$ cat config.mk
export PLATFORM = sky130hd
export DESIGN_NAME = data_convert_pack
export DESIGN_NICKNAME = d
export VERILOG_FILES = /design/src/rtl/data_convert_pkg.sv /design/src/rtl/data_convert_lanebuf.sv /design/src/rtl/data_convert_pack.sv
export SDC_FILE = /design/constraint.sdc
export NUM_CORES = 1
export LEC_CHECK = 0
export BUFFER_PORTS_ARGS = -buffer_cell sky130_fd_sc_hd__buf_2
export CAP_MARGIN = 10
export CORE_MARGIN = 4
export CORE_UTILIZATION = 51
export CTS_BUF_LIST = sky130_fd_sc_hd__clkbuf_2 sky130_fd_sc_hd__clkbuf_4 sky130_fd_sc_hd__clkbuf_8
export DETAILED_ROUTE_END_ITERATION = 8
export PLACE_DENSITY_LB_ADDON = 0.3
export SLEW_MARGIN = 20
export SYNTH_ARGS = -nofsm -noshare
export SYNTH_HDL_FRONTEND = slang
export SYNTH_SLANG_ARGS = --single-unit
$ cat constraint.sdc
create_clock -name clk -period 2.1 [get_ports clk]
set_input_delay 0.105 -clock clk [delete_from_list [all_inputs] [get_ports clk]]
set_output_delay 0.105 -clock clk [all_outputs]
set_load 0.02 [all_outputs]
$ cat src/rtl/data_convert_pkg.sv
// data_convert_pkg: sizing and lane-mask helpers shared by the unit-packing converter
package data_convert_pkg;
  function automatic int clog2(input int v);
    int r;
    r = 0;
    while ((1 << r) < v) r++;
    return r;
  endfunction
  function automatic int lanes(input int out_w, input int unit_w);
    return out_w / unit_w;
  endfunction
  function automatic logic [63:0] lane_mask(input int k);
    return (k >= 64) ? '1 : (64'(1) << k) - 64'(1);
  endfunction
endpackage

$ cat src/rtl/data_convert_lanebuf.sv
// data_convert_lanebuf: 2N-1 lane unit buffer with append, shift-out of N lanes and clear
module data_convert_lanebuf import data_convert_pkg::*; #(
  parameter int N = 2,
  parameter int UNIT_W = 4,
  parameter int LEN_W = 2,
  parameter int CW = 2
) (
  input  logic                  clk,
  input  logic                  reset_n,
  input  logic                  shift,
  input  logic                  clear,
  input  logic                  app,
  input  logic [LEN_W-1:0]      len,
  input  logic [N*UNIT_W-1:0]   data_in,
  output logic [N*UNIT_W-1:0]   head,
  output logic [CW-1:0]         cnt
);
  localparam int LW = 2*N-1;
  localparam int BW = LW*UNIT_W;
  logic [BW-1:0] q, q_s, ins, m;
  logic [CW-1:0] cnt_s;
  logic [LW-1:0] lm;
  assign head = q[N*UNIT_W-1:0];
  always_comb begin
    cnt_s = shift ? cnt - CW'(N) : clear ? '0 : cnt;
    q_s = shift ? q >> (N*UNIT_W) : q;
    ins = BW'(data_in) << (cnt_s * UNIT_W);
    lm = app ? LW'(lane_mask(int'(len)) << cnt_s) : '0;
    m = '0;
    for (int i = 0; i < LW; i++) m[i*UNIT_W +: UNIT_W] = {UNIT_W{lm[i]}};
  end
  always_ff @(posedge clk)
    if (!reset_n) begin
      q <= '0;
      cnt <= '0;
    end else begin
      q <= (q_s & ~m) | (ins & m);
      cnt <= cnt_s + (app ? CW'(len) : '0);
    end
endmodule

$ cat src/rtl/data_convert_pack.sv
// data_convert_pack: packs 1..N narrow units per beat LSB-first into OUT_W words with valid/ready and flush
module data_convert_pack import data_convert_pkg::*; #(
  parameter int OUT_W = 8,
  parameter int UNIT_W = 4,
  localparam int N = lanes(OUT_W, UNIT_W),
  localparam int LEN_W = clog2(N+1)
) (
  input  logic             clk,
  input  logic             reset_n,
  input  logic             start,
  input  logic [LEN_W-1:0] len,
  input  logic [OUT_W-1:0] data_in,
  input  logic             flush,
  input  logic             out_ready,
  output logic             in_ready,
  output logic [OUT_W-1:0] data_o,
  output logic             data_en,
  output logic [LEN_W-1:0] data_cnt,
  output logic             err
);
  localparam int CW = clog2(2*N);
  logic [CW-1:0] cnt;
  logic [OUT_W-1:0] head, pm;
  logic flush_pend, out_free, full, part, drop, legal, acc;
  always_comb begin
    out_free = !data_en || out_ready;
    full = out_free && cnt >= CW'(N);
    part = out_free && flush_pend && !full && cnt != '0;
    drop = out_free && flush_pend && cnt == '0;
    in_ready = reset_n && !flush_pend && ((full ? cnt - CW'(N) : cnt) < CW'(N));
    legal = len != '0 && len <= LEN_W'(N);
    acc = start && in_ready;
    pm = '0;
    for (int i = 0; i < N; i++) pm[i*UNIT_W +: UNIT_W] = {UNIT_W{CW'(i) < cnt}};
  end
  data_convert_lanebuf #(.N(N), .UNIT_W(UNIT_W), .LEN_W(LEN_W), .CW(CW)) u_buf (
    .clk(clk),
    .reset_n(reset_n),
    .shift(full),
    .clear(part),
    .app(acc && legal),
    .len(len),
    .data_in(data_in),
    .head(head),
    .cnt(cnt)
  );
  always_ff @(posedge clk)
    if (!reset_n) begin
      data_o <= '0;
      data_en <= 1'b0;
      data_cnt <= '0;
      err <= 1'b0;
      flush_pend <= 1'b0;
    end else begin
      if (full || part) begin
        data_o <= full ? head : head & pm;
        data_cnt <= full ? LEN_W'(N) : LEN_W'(cnt);
        data_en <= 1'b1;
      end else if (out_ready) data_en <= 1'b0;
      err <= acc && !legal;
      flush_pend <= flush || (flush_pend && !part && !drop);
    end
endmodule

==> run metrics, run 1 <==
routed length on met3=179 microns; Netlist cell types=37; Worst path top cell family by delay=simple AND/OR/NAND/NOR gates; total clock sinks=27; CP cell instances=nand2b_1 > nand2_4 > ha_4 > nor3b_4 > buf_4 > nand3_1 > a21oi_4 > mux2i_1; worst-case clock buffer depth=2; Critical Path AT=2.15 ns; I/O pin count=28; DRC Markers=0; CP endpoint kind=register; largest net degree at the start of global routing=17; antenna violations before repair=0; CP Class=reg -> reg; multiplexer share of the synthesized area=0.119; peak supply drop=0.437 mV; DRT iter0 DRCs=55; flip-flop and latch area=546 sq um; Detail Route Antenna Nets=0; CP peak stage delay=~0.38 ns; Leakage=slightly below 0.7 nW; postcts setup bufs=0; port buffer count=27; Root Driver=clkbuf_4; 1st-pass router iterations=4; prevailing post-synth register cell=dfxtp_1; # Max-Cap Violations=0; Post-Synth Simple-Gate Area=0.224; Post-Syn Area=~1400 sq um; final net count=211; post-synthesis adder-cell area fraction=0.0357; number of buffers created by CTS=3; Bufs and invs on worst path=1; H-tree levels=1; Final GP Congestion=0.931; Clock transition at path regs=about 0.16 ns; crit share post-route=0.894; Setup Viol. Count Final=0; Layout Area Growth over Synthesis=16.7%; FF+latch count, synth=27; aggregate global-route resource usage=0.182; register area share after synthesis=0.385; Synth Area in Compound Gates=0.166; syn nets=181; initial core utilization=0.551; Slew @ Worst Pin=0.686 ns; Met2 Wirelength=1420 microns; area leader, netlist=dfxtp_1; EDFF count, synth=0; WP data required=2.37 ns; setup TNS=0 ns; Max Used Layer=met4; CTS tree=yes; Max Fanout on Critical Path=5; post-DP HPWL=2400 microns; first-pass GRT wire length=between 5000 and 6000 microns; Power Dens Cells=546 nW/um^2; Multi-input gate area=808 sq um; Fill cells=237; Post-Route Utilization=0.643; fmax=around 0.53 GHz; Synth Area in XOR/XNOR=0.0125; Total Wirelength=2990 microns; Synth async-reset ratio=0; layout cells sized above 1=0.283; Hold/Removal Path Class=in -> reg; Period minus WS final=1.88 ns; core area=2540 sq um; dominant cells by area after synthesis=dfxtp_1 39%, mux2i_1 7.9%, nand2_1 7.5%; Slew Viols, Final=0; vias in the first global route=1,142; chip height=60.4 microns; GRT overflow=0; routed vias/inst=5.55; Mean Syn Cell Area=8.66 sq um; n_diodes=0; Startpoint Class=register; # rows=18; Fin. Hold Viols=0; Cells after Synth=162; slew margin rel.=0.543; largest family of logic cells by synthesized area=simple AND/OR/NAND/NOR gates; full die area=between 3000 and 4000 sq um; WL met1=1380 microns; top cell type's share of synthesized area=0.385; Slowest cell on crit path=dfxtp_4; outcome=complete, no violations; most frequent cells in the layout=27 x nand2_1, 27 x buf_2, 25 x dfxtp_1, 14 x a21oi_1, 12 x nor2_1; synthesis warning total=0; DR vias=1,226; RSZ-0062 raised after global routing=false; wire per inst=13.5 microns; Clk Latency, worst-skew pair=0.33 ns; Die X=about 60 microns; clock skew=0.0187 ns
## worst paths after layout
check                 start          end  slack [ns]  cells after the start
setup / recovery    data_en  u_buf.q[10]        0.22                      8
hold / removal        start          err        0.02                      3
setup reg to reg    data_en  u_buf.q[10]        0.22                      8
hold reg to reg   data_o[1]    data_o[1]        0.46                      2
## cells in the mapped netlist (all sizes together), types with 2 or more instances
| cell type | count |
|---|---|
| a211oi | 3 |
| buf | 5 |
| clkbuf | 3 |
| mux2i | 11 |
| nand3 | 9 |
| mux2 | 5 |
| nand4 | 2 |
| nand2 | 28 |
| inv | 8 |
| nand2b | 2 |
| xnor2 | 2 |
| o211ai | 3 |
| nor2 | 12 |
| a21oi | 15 |
| or2 | 2 |
| dfxtp | 27 |
| ha | 4 |
| a31oi | 3 |
| o32ai | 4 |
| o21ai | 2 |
## layer usage
layer  vias up  track usage
met1       571        0.237
li1        619            -
met5         -            0
met3         2       0.0255
met2        34        0.323
met4         0       0.0372
## report_power, final
group          switching [W]  internal (W)
Clock               0.000158     0.0000741
Sequential        0.00000982      0.000523
Combinational      0.0000737     0.0000544
Total               0.000242      0.000651
## worst min-delay path, stage by stage
cell and delay (ns):
buf_2 0.12, nand2_1 0.05, nor2_1 0.03
## repair_timing
item                       in CTS  in global routing
setup endpoints to repair       0                  5
resized for setup               0                  2
hold endpoints to repair        1                  0
hold buffers                    1                  0
## metrics by stage
step	hold WS (ns)	area [sq um]	total power, W	setup WS [ns]	cells
after global routing	0.0107	1640	0.000938	0.0417	221
after floorplan	0.219	1430	0.000629	0.0151	162
after detailed placement	0.353	1590	0.000669	0.164	216
final	0.0224	1640	0.000893	0.222	221
after CTS	0.0154	1630	0.000893	0.131	221
after global placement	0.341	1590	0.000665	0.244	216
## cell type report
type,count,area share
Multi-Input combinational cell,118,0.494
Sequential cell,27,0.333
Timing Repair Buffer,33,0.112
Tap cell,30,0.0229
Inverter,9,0.0206
Clock buffer,3,0.0138
Clock inverter,1,0.00382
## logic make-up (layout without fill, tap and decap cells)
logic type                 Yosys count  in the layout
xor gates and xnor gates             2              2
and+or+nand+nor                     63             63
muxes                               16             16
buffers and inverters               17             46
DFF                                 27             27
AOI/OAI and AO/OA                   33             33
adders and majority gates            4              4
No activity file was read; power rests on OpenSTA's default activity.
==> run 2: changes to the inputs <==
--- a/config.mk
+++ b/config.mk
@@ -8,8 +8,8 @@
 export BUFFER_PORTS_ARGS = -buffer_cell sky130_fd_sc_hd__buf_2
 export CAP_MARGIN = 10
 export CORE_MARGIN = 4
-export CORE_UTILIZATION = 51
-export CTS_BUF_LIST = sky130_fd_sc_hd__clkbuf_2 sky130_fd_sc_hd__clkbuf_4 sky130_fd_sc_hd__clkbuf_8
+export CORE_UTILIZATION = 56
+export CTS_BUF_LIST = sky130_fd_sc_hd__clkbuf_4
 export DETAILED_ROUTE_END_ITERATION = 8
 export PLACE_DENSITY_LB_ADDON = 0.3
 export SLEW_MARGIN = 20
==> constraint.sdc (replaced) <==
create_clock -name clk -period 1.85 [get_ports clk]
set_input_delay 0.0925 -clock clk [delete_from_list [all_inputs] [get_ports clk]]
set_output_delay 0.0925 -clock clk [all_outputs]
set_load 0.02 [all_outputs]
==> run metrics, run 2 (same netlist as run 1, synthesis figures left out) <==
outcome=complete, no violations (unchanged); Detail Route Antenna Nets=0 (unchanged); H-tree levels=1 (unchanged); # rows=17 (was 18); RSZ-0062 raised after global routing=true (was false); WP data required=2.09 ns (was 2.37 ns); crit share post-route=0.973 (was 0.894); final net count=218 (was 211); GRT overflow=0 (unchanged); core area=2300 sq um (was 2540 sq um); n_diodes=0 (unchanged); HP Start=start (unchanged); Layout Area Growth over Synthesis=22.5% (was 16.7%); full die area=3370 sq um (was 3650 sq um); CP startpoint=data_en (unchanged); Clock transition at path regs=0.16 ns (about the same); switching pwr=0.000293 W (was 0.000242 W); aggregate global-route resource usage=0.210 (was 0.182); CP endpoint kind=register (unchanged); chip height=58.0 microns (was 60.4 microns); first-pass GRT wire length=5610 microns (was 5100 microns); Root Driver=clkbuf_4 (unchanged); wire per inst=15.4 microns (was 13.5 microns); clock share of power=0.261 (was 0.260); Die X=58.0 microns (was 60.4 microns); dpl cells=219 (was 216); R2R Path Start=data_en (unchanged); 1st-pass router iterations=4 (unchanged); most frequent cells in the layout=27 x nand2_1, 27 x buf_2, 25 x dfxtp_1, 14 x a21oi_1 (was 27 x nand2_1, 27 x buf_2, 25 x dfxtp_1, 14 x a21oi_1, 12 x nor2_1); number of buffers created by CTS=3 (unchanged); DR vias=1,298 (was 1,226); sequential share of power=0.580 (was 0.596); Total Power=0.00104 W (was 0.000893 W); worst-case clock buffer depth=2 (unchanged); post-DP HPWL=2540 microns (was 2400 microns); Slew Viols, Final=0 (unchanged); routed vias/inst=5.74 (was 5.55); final non-filler cell total=226 (was 221); antenna violations before repair=0 (unchanged); Setup Viol. Count Final=0 (unchanged); Power Dens Cells=607 nW/um^2 (was 546 nW/um^2); Clk Latency, worst-skew pair=0.33 ns (about the same); I/O pin count=28 (unchanged); Critical Path AT=2.04 ns (was 2.15 ns); Hold/Removal Path Class=in -> reg (unchanged); # Max-Cap Violations=0 (unchanged); vias in the first global route=1,315 (was 1,142); Int Pwr=0.000749 W (was 0.000651 W); Sw Share=0.281 (was 0.271); Fin. Hold Viols=0 (unchanged); Total Wirelength=3490 microns (was 2990 microns); Post-Route Utilization=0.748 (was 0.643); setup TNS=0 ns (unchanged); total clock sinks=27 (unchanged); Comb pwr share=0.159 (was 0.143); Final GP Congestion=0.854 (was 0.931); Period minus WS final=1.80 ns (was 1.88 ns); initial core utilization=0.611 (was 0.551); slew margin rel.=0.682 (was 0.543); clock skew=0.00895 ns (was 0.0187 ns); Place WS=-0.0756 ns (was 0.164 ns); fmax=0.556 GHz (was 0.532 GHz); DRT iter0 DRCs=38 (was 55); Slew @ Worst Pin=0.477 ns (was 0.686 ns); peak supply drop=0.416 mV (was 0.437 mV); CP Class=reg -> reg (unchanged); DRC Markers=0 (unchanged); Leakage=0.727 nW (was 0.682 nW); Max Fanout on Critical Path=6 (was 5); largest net degree at the start of global routing=18 (was 17); port buffer count=27 (unchanged); CTS tree=yes (unchanged); Startpoint Class=register (unchanged); fin worst setup slack=0.0501 ns (was 0.222 ns); layout cells sized above 1=0.338 (was 0.283)
run 2: area by class of cell:
type	count	area (sq um)
Clock buffer	3	22.5
Clock inverter	1	6.26
Fill cell	176	579
Inverter	9	33.8
Multi-Input combinational cell	118	833
Sequential cell	27	548
Tap cell	28	35.0
Timing Repair Buffer	40	239
run 2: final timing paths:
path                    end  slack, ns  cells past startpoint
hold reg to reg   data_o[5]       0.46                      2
setup / recovery   register       0.05                      9
hold / removal          err      0.009                      3
setup reg to reg   register       0.05                      9
run 2: worst max-delay path, stage by stage, from the launching register on:
cell      delay (ns)
dfxtp_4         0.39
nand2b_4        0.08
nand2_4         0.05
ha_4            0.21
nor3b_4         0.23
nand4_2         0.17
nor3_4          0.19
buf_6           0.15
mux2i_1         0.18
nor2_1          0.06
run 2: stage by stage:
step,hold WS [ns],instance area (sq um)
after floorplan,0.206,1440
after detailed placement,0.346,1630
after global routing,-0.000237,1720
after CTS,0.0154,1680
after global placement,0.325,1630
final,0.00865,1720
run 2: power groups by stage:
stage / Combinational (W) / Sequential (W) / Clock (W)
after global placement: 0.000145 / 0.000616 / 0
after global routing: 0.000180 / 0.000607 / 0.000305
after floorplan: 0.0000979 / 0.000617 / 0
final: 0.000165 / 0.000605 / 0.000272
after detailed placement: 0.000151 / 0.000617 / 0
after CTS: 0.000155 / 0.000604 / 0.000267
run 2: timing repair:
item,CTS,global route
pin swaps,1,4
setup endpoints to repair,8,9
resized for setup,2,7
endpoints found under the hold margin,1,0
hold buffers,1,0
buffers inserted,0,2
run 2: per-layer routing:
layer,part of all wire,global-route usage
met1,0.43,0.260
met2,0.49,0.361
met3,0.059,0.0334
met4,0.019,0.0828
met5,0,0
